**config.mk**
```make
export PLATFORM = sky130hd
export DESIGN_NAME = multicycle_main_controller
export DESIGN_NICKNAME = d
export VERILOG_FILES = /design/src/rtl/multicycle_main_controller.sv
export SDC_FILE = /design/constraint.sdc
export NUM_CORES = 1
export LEC_CHECK = 0
export BUFFER_PORTS_ARGS = -buffer_cell sky130_fd_sc_hd__buf_2
export CELL_PAD_IN_SITES_DETAIL_PLACEMENT = 1
export CELL_PAD_IN_SITES_GLOBAL_PLACEMENT = 1
export CORE_ASPECT_RATIO = 0.5
export CORE_MARGIN = 2
export CORE_UTILIZATION = 31
export CTS_BUF_LIST = sky130_fd_sc_hd__clkbuf_4 sky130_fd_sc_hd__clkbuf_8 sky130_fd_sc_hd__clkbuf_16
export DETAILED_ROUTE_END_ITERATION = 10
export PLACE_DENSITY = 0.83
export SLEW_MARGIN = 20
export SYNTH_ARGS = -nofsm -noshare
export SYNTH_HDL_FRONTEND = slang
export SYNTH_SLANG_ARGS = --single-unit
```
**constraint.sdc**
```tcl
create_clock -name clk -period 1.38 [get_ports clk]
set_clock_uncertainty 0.05 [all_clocks]
set_input_delay 0.138 -clock clk [delete_from_list [all_inputs] [get_ports clk]]
set_output_delay 0.138 -clock clk [all_outputs]
set_load 0.01 [all_outputs]
```
**src/rtl/multicycle_main_controller.sv**
```systemverilog
// Multi-cycle RISC-V main controller: Moore FSM sequencing a shared-ALU,
// shared-memory datapath, with programmable memory wait states and branch resolution.
module multicycle_main_controller #(
  parameter int MEM_WAIT = 0,
  parameter int CW       = 4
) (
  input  logic       clk,
  input  logic       rst,
  input  logic [6:0] opc_i,
  input  logic [2:0] funct3_i,
  input  logic       zero_i,
  input  logic       neg_i,
  output logic       PC_write_o,
  output logic       IR_write_o,
  output logic       Adr_src_o,
  output logic       Mem_write_o,
  output logic       Reg_write_o,
  output logic [2:0] Imm_src_o,
  output logic [1:0] ALU_src_A_o,
  output logic [1:0] ALU_src_B_o,
  output logic [1:0] ALU_opc_o,
  output logic [1:0] Result_src_o,
  output logic       instr_done_o,
  output logic       illegal_o,
  output logic [3:0] state_o
);

  localparam logic [6:0] OpcR    = 7'b0110011;
  localparam logic [6:0] OpcI    = 7'b0010011;
  localparam logic [6:0] OpcJalr = 7'b1100111;
  localparam logic [6:0] OpcLw   = 7'b0000011;
  localparam logic [6:0] OpcS    = 7'b0100011;
  localparam logic [6:0] OpcB    = 7'b1100011;
  localparam logic [6:0] OpcLui  = 7'b0110111;
  localparam logic [6:0] OpcJal  = 7'b1101111;

  typedef enum logic [3:0] {
    FETCH     = 4'd0,
    DECODE    = 4'd1,
    MEM_ADDR  = 4'd2,
    MEM_READ  = 4'd3,
    MEM_WB    = 4'd4,
    MEM_WRITE = 4'd5,
    EXEC_R    = 4'd6,
    EXEC_I    = 4'd7,
    ALU_WB    = 4'd8,
    BRANCH    = 4'd9,
    JAL       = 4'd10,
    JALR      = 4'd11,
    LINK      = 4'd12,
    LUI       = 4'd13
  } state_e;

  state_e        state_q, state_d;
  logic [CW-1:0] waitCnt_q, waitCnt_d;
  logic          illegal_q, illegal_d;
  logic          lastCycle;
  logic          branchTaken;
  logic          pcWrite, irWrite, memWrite, regWrite;

  always_ff @(posedge clk or posedge rst) begin
    if (rst) begin
      state_q   <= FETCH;
      waitCnt_q <= '0;
      illegal_q <= 1'b0;
    end else begin
      state_q   <= state_d;
      waitCnt_q <= waitCnt_d;
      illegal_q <= illegal_d;
    end
  end

  assign lastCycle = (waitCnt_q == CW'(MEM_WAIT));

  always_comb begin
    branchTaken = 1'b0;
    case (funct3_i)
      3'b000:  branchTaken = zero_i;
      3'b001:  branchTaken = ~zero_i;
      3'b100:  branchTaken = neg_i;
      3'b101:  branchTaken = ~neg_i;
      default: branchTaken = 1'b0;
    endcase
  end

  // The wait counter only runs in the three memory-hold states; every state
  // change leaves it cleared so the next visit starts its count from zero.
  always_comb begin
    state_d      = state_q;
    waitCnt_d    = '0;
    illegal_d    = illegal_q;
    pcWrite      = 1'b0;
    irWrite      = 1'b0;
    memWrite     = 1'b0;
    regWrite     = 1'b0;
    Adr_src_o    = 1'b0;
    Imm_src_o    = 3'b000;
    ALU_src_A_o  = 2'b00;
    ALU_src_B_o  = 2'b00;
    ALU_opc_o    = 2'b00;
    Result_src_o = 2'b00;
    instr_done_o = 1'b0;
    unique case (state_q)
      FETCH: begin
        ALU_src_B_o  = 2'b10;
        Result_src_o = 2'b10;
        if (lastCycle) begin
          pcWrite = 1'b1;
          irWrite = 1'b1;
          state_d = DECODE;
        end else begin
          waitCnt_d = waitCnt_q + CW'(1);
        end
      end
      DECODE: begin
        ALU_src_A_o = 2'b01;
        ALU_src_B_o = 2'b01;
        Imm_src_o   = (opc_i == OpcJal) ? 3'b011 : 3'b010;
        case (opc_i)
          OpcR:        state_d = EXEC_R;
          OpcI:        state_d = EXEC_I;
          OpcLw, OpcS: state_d = MEM_ADDR;
          OpcB:        state_d = BRANCH;
          OpcJal:      state_d = JAL;
          OpcJalr:     state_d = JALR;
          OpcLui:      state_d = LUI;
          default: begin
            state_d      = FETCH;
            illegal_d    = 1'b1;
            instr_done_o = 1'b1;
          end
        endcase
      end
      EXEC_R: begin
        ALU_src_A_o = 2'b10;
        ALU_opc_o   = 2'b10;
        state_d     = ALU_WB;
      end
      EXEC_I: begin
        ALU_src_A_o = 2'b10;
        ALU_src_B_o = 2'b01;
        ALU_opc_o   = 2'b11;
        state_d     = ALU_WB;
      end
      MEM_ADDR: begin
        ALU_src_A_o = 2'b10;
        ALU_src_B_o = 2'b01;
        Imm_src_o   = (opc_i == OpcS) ? 3'b001 : 3'b000;
        state_d     = (opc_i == OpcS) ? MEM_WRITE : MEM_READ;
      end
      MEM_READ: begin
        Adr_src_o = 1'b1;
        if (lastCycle) state_d = MEM_WB;
        else           waitCnt_d = waitCnt_q + CW'(1);
      end
      MEM_WB: begin
        Result_src_o = 2'b01;
        regWrite     = 1'b1;
        instr_done_o = 1'b1;
        state_d      = FETCH;
      end
      MEM_WRITE: begin
        Adr_src_o = 1'b1;
        memWrite  = 1'b1;
        if (lastCycle) begin
          instr_done_o = 1'b1;
          state_d      = FETCH;
        end else begin
          waitCnt_d = waitCnt_q + CW'(1);
        end
      end
      ALU_WB: begin
        regWrite     = 1'b1;
        instr_done_o = 1'b1;
        state_d      = FETCH;
      end
      BRANCH: begin
        ALU_src_A_o  = 2'b10;
        ALU_opc_o    = 2'b01;
        pcWrite      = branchTaken;
        instr_done_o = 1'b1;
        state_d      = FETCH;
      end
      JAL: begin
        ALU_src_A_o = 2'b01;
        ALU_src_B_o = 2'b10;
        pcWrite     = 1'b1;
        state_d     = ALU_WB;
      end
      JALR: begin
        ALU_src_A_o  = 2'b10;
        ALU_src_B_o  = 2'b01;
        Result_src_o = 2'b10;
        pcWrite      = 1'b1;
        state_d      = LINK;
      end
      LINK: begin
        ALU_src_A_o  = 2'b01;
        ALU_src_B_o  = 2'b10;
        Result_src_o = 2'b10;
        regWrite     = 1'b1;
        instr_done_o = 1'b1;
        state_d      = FETCH;
      end
      LUI: begin
        Imm_src_o    = 3'b100;
        Result_src_o = 2'b11;
        regWrite     = 1'b1;
        instr_done_o = 1'b1;
        state_d      = FETCH;
      end
      default: state_d = FETCH;
    endcase
  end

  // Reset forces FETCH asynchronously; masking the enables keeps that cycle write-free.
  assign PC_write_o  = pcWrite  & ~rst;
  assign IR_write_o  = irWrite  & ~rst;
  assign Mem_write_o = memWrite & ~rst;
  assign Reg_write_o = regWrite & ~rst;
  assign illegal_o   = illegal_q;
  assign state_o     = state_q;

endmodule

```
==> results of run 1 <==
-- cells by family after synthesis --
logic type,count (synthesis)
compound gates,34
xor+xnor,4
simple gates,63
mux,3
buf+inv,16
fa+ha+maj,2
flops,9
-- stage by stage --
stage / utilization, % / cells
2_1_floorplan: - / 131
3_3_place_gp: 49.2 / 234
3_5_place_dp: 49.2 / 234
4_1_cts: 67.2 / 262
-- repair_timing --
action,4_1_cts
endpoints found under the setup margin,25
cloned,1
endpoints found under the hold margin,9
hold buffers,1
pin swaps,25
gates resized for setup,71
buffers inserted,25
-- synthesized netlist by cell type (all sizes together) (3+ instances only) --
cell and n:
a21o 3, a21oi 8, buf 8, dfrtp 9
inv 7, nand2 10, nand2b 9, nand3 6
nor2 18, nor2b 4, nor3 6, o21ai 12
==> flow_summary_export.csv, run 1 <==
group,metric,value,unit
status,status,"stopped before the end",
status,stop_stage,"global routing",
status,error,"[ERROR DPL-0033] detailed placement checks failed during check placement.",
die,io_pins,36,
logic_synthesis,yosysWarnings,0,
logic_synthesis,async_reset_ff_share,100,%
place,placed_area,1480,um^2
place,place_ws,-241,ps
global_routing,grt_antenna_before_repair,0,
logic_synthesis,yosys-top-cells-area,"dfrtp_1, nor2_1, nand2b_1, a21oi_1, nand2_1",
logic_synthesis,synth_area,980,um^2
global_routing,grt_max_degree,10,
place,gp_routability_congestion,0.823,
logic_synthesis,syn-instance-count,131,
die,die_w,83.5,um
logic_synthesis,yosys.area.top_type,"dfrtp_1",
clocking,cts_root_buf,"clkbuf_8",
clocking,cts_num_sinks,9,
clocking,clk_path_buf_depth,2,
logic_synthesis,syn_area_per_cell,7.48,um^2
place,portBuffers,35,
sta,worstEpCategory,"output port",
logic_synthesis,synthMuxAreaShare,3.19,%
die,rows,14,
place,dp_hpwl,3.48,mm
logic_synthesis,ys_types,41,
logic_synthesis,synth_compound_area_share,21.8,%
die,initial_core_util,32.5,%
logic_synthesis,synth-edff-count,0,
clocking,cts_made_buffers,3,
logic_synthesis,synth_top_family_by_area,"simple AND/OR/NAND/NOR gates",
logic_synthesis,synthFlopType,"dfrtp_1",
logic_synthesis,synth-simple-area-share,36.3,%
logic_synthesis,synthAdderAreaFrac,2.55,%
logic_synthesis,synth_xor_area_share,3.58,%
logic_synthesis,seq_area_frac_synth,23.0,%
die,die_height,43.8,um
logic_synthesis,synthesis.nets,147,
logic_synthesis,yosysTopAreaCellShare,23.0,%
clocking,cts_max_level,1,
sta,worstEndpointGrtRepair,"Imm_src_o[0]",
logic_synthesis,ys_ff_latch,9,
==> run 2: changes to the inputs <==
- CELL_PAD_IN_SITES_DETAIL_PLACEMENT: 1 -> default
- CELL_PAD_IN_SITES_GLOBAL_PLACEMENT: 1 -> default
- CORE_ASPECT_RATIO: 0.5 -> default
- CORE_UTILIZATION: 31 -> 20
- CTS_BUF_LIST: sky130_fd_sc_hd__clkbuf_4 sky130_fd_sc_hd__clkbuf_8 sky130_fd_sc_hd__clkbuf_16 -> default
- PLACE_DENSITY: 0.83 -> default
- PLACE_DENSITY_LB_ADDON: default -> 0.15
- clock period: 1.38 -> 1.8 ns (I/O delays scaled with it)
==> run 2 against run 1 <==
The flow now finishes, with violations (negative setup slack). Synthesized area is the same. Synthesized cell count is the same.
==> flow_summary_export.csv, run 2 <==
group,metric,value,unit
worst_setup_path,cp-startpoint,"waitCnt_q[0]",
global_routing,grt_use_total,11.5,%
sta,maxSlewViolCount,0,
clocking,worstSkewPairLatency,230,ps
logic_synthesis,ys_types,41,
global_routing,grt_pass1_wl,4.94,mm
die,core_area,4720,um^2
worst_setup_path,worstPathArrival,1610,ps
route,vias_per_cell,4.56,
pwr,total_power,1.81,mW
hold_path,hp-class,"input port to register",
final_layout,fin_cells,241,
logic_synthesis,yosys-top-cells-area,"dfrtp_1, nor2_1, nand2b_1, a21oi_1, nand2_1",
place,gp_routability_congestion,0.912,
worst_setup_path,cp_data_required_time,1570,ps
pwr,power.density,1290,nW/um^2
route,drc,0,
worst_setup_path,r2r-start,"waitCnt_q[0]",
final_layout,fin_area,1410,um^2
logic_synthesis,synth.most_common_cell,"nor2_1",
logic_synthesis,synthesis.nets,147,
final_layout,final_cell_mix,"buf_2, nor2_1, nand2_1, buf_4",
worst_setup_path,cp-endpoint,"instr_done_o",
sta,setup_viol,1,
place,place_ws,68.7,ps
sta,fin_crit_sh,102,%
route,vias,1099,
global_routing,grt_max_degree,20,
place,dp_hpwl,2.47,mm
final_layout,areaGrowthSynthToFinish,43.9,%
die,die_height,74.0,um
sta,relSlewSlack,75.8,%
place,place_inst,232,
global_routing,grt_pass1_vias,1058,
worst_setup_path,r2r_slack,110,ps
clocking,clkTransAtPathRegs,40,ps
route,first_iter_violations,82,
logic_synthesis,syn-instance-count,131,
logic_synthesis,ys_ff_latch,9,
global_routing,grt.overflow.total,0,
place,portBuffers,35,
final_layout,final_util,29.9,%
worst_setup_path,worstSetupStartpointType,"register",
final_layout,drive_gt1_share,41.4,%
sta,grt_setup_unrepaired,"yes",
status,status,"finished, violations left",
die,rows,25,
logic_synthesis,syn_area_per_cell,7.48,um^2
place,placed_area,1260,um^2
logic_synthesis,yosys-top-cells-count,"nor2_1, nand2_1, dfrtp_1, nand2b_1, a21oi_1",
final_layout,num-nets-final,191,
pwr,vdd_ir_drop_max,0.371,mV
sta,worst_slack,-39.4,ps
logic_synthesis,seq_area_frac_synth,23.0,%
final_layout,num_antenna_cells,0,
die,initial_core_util,20.7,%
clocking,cts_max_level,1,
clocking,cts_num_sinks,9,
clocking,cts_tree,"yes",
die,die_area,5470,um^2
sta,worstMarginPinSlew,363,ps
final_layout,layout_commonest_cell,"buf_2",
logic_synthesis,yosysTopAreaCellShare,23.0,%
sta,max_freq,544,MHz
worst_setup_path,crit_type,"register to output port",
status,violations,"negative setup slack",
final_layout,seqCellArea,229,um^2
logic_synthesis,synthFlopType,"dfrtp_1",
pwr,p_leak,0.636,nW
clocking,cts_made_buffers,3,
route,drt_pre_antenna_iters,4,
logic_synthesis,async_reset_ff_share,100,%
worst_setup_path,worstPathMaxFanout,2,
sta,min_period,1840,ps
logic_synthesis,yosys.area.top_type,"dfrtp_1",
clocking,cts_root_buf,"clkbuf_8",
worst_setup_path,end_kind,"output port",
logic_synthesis,synth_area,980,um^2
flow_run,maxCapViolations,0,
die,io_pins,36,
sta,hold_violations,0,
route,drt_wl_total,3.18,mm
clocking,clk_path_buf_depth,2,
logic_synthesis,yosysWarnings,0,
worst_setup_path,reg2reg_to,"state_o[1]",
route,wl_per_cell,13.2,um
final_layout,fillers,522,
route,antenna_left,0,
logic_synthesis,synth-edff-count,0,
final_layout,multi_input_area,722,um^2
worst_setup_path,worstRegToRegCells,7,
global_routing,grt_antenna_before_repair,0,
die,die_w,74.0,um
## run 2: worst min path at each step
stage	depth (start not counted)	to	slack [ps]	startpoint
after floorplan	1	illegal_o	-40	rst
after global placement	2	state_o[2]	170	rst
after detailed placement	2	state_o[2]	180	rst
final	2	state_o[0]	210	opc_i[3]
after global routing	2	state_o[0]	220	opc_i[3]
after CTS	2	state_o[0]	210	opc_i[3]
## run 2: what timing repair did
action | CTS | global route
endpoints found under the hold margin | 9 | 0
hold buffers | 1 | 0
gates resized for setup | 9 | 10
setup endpoints to repair | 5 | 7
pin swaps | 3 | 4
setup buffers | 3 | 1
## run 2: area by class of cell
class | count | share of cell area (%)
clock buffer | 4 | 3.19
inverter | 7 | 1.86
multi-input combinational | 106 | 51.2
sequential | 9 | 16.2
tap | 67 | 5.94
timing repair buffer | 48 | 21.6
## run 2: routing by layer
| layer | routed length [um] | global-route usage (%) | vias up |
|---|---|---|---|
| met1 | 1400 | 15.4 | 536 |
| li1 | - | - | 541 |
| met5 | 0 | 0 | - |
| met4 | 0 | 0.606 | 0 |
| met2 | 1670 | 20.1 | 22 |
| met3 | 112 | 2.44 | 0 |
## run 2: cell families (layout without fill, tap and decap cells)
group,after synthesis,in the layout,synth area share [%]
muxes,3,3,3.19
AOI/OAI and AO/OA,34,34,21.8
buffers and inverters,16,59,9.58
xor gates and xnor gates,4,4,3.58
DFF,9,9,23.0
adders and majority gates,2,2,2.55
and+or+nand+nor,63,63,36.3
## run 2: per-stage QoR
| step | hold slack, ps | setup TNS [ps] |
|---|---|---|
| floorplan | -42.1 | 0 |
| global placement | 166 | 0 |
| detailed placement | 179 | 0 |
| CTS | 213 | -82.4 |
| global route | 223 | -252 |
| finish | 214 | -39.4 |
## run 2: worst max-delay path: stages (launching register included)
cell      delay, ps
dfrtp_1         380
inv_2            80
ha_4            130
or3b_4          380
nand2_2          80
a221oi_2         60
nor2_1          120
buf_2           140
## run 2: report_power, final
| group | total (mW) | internal, mW | switching [mW] |
|---|---|---|---|
| combinational | 1.28 | 0.581 | 0.698 |
| sequential | 0.304 | 0.242 | 0.0619 |
| clock | 0.230 | 0.154 | 0.0763 |
| total | 1.81 | 0.977 | 0.837 |
Power figures use the tool's default switching activity.
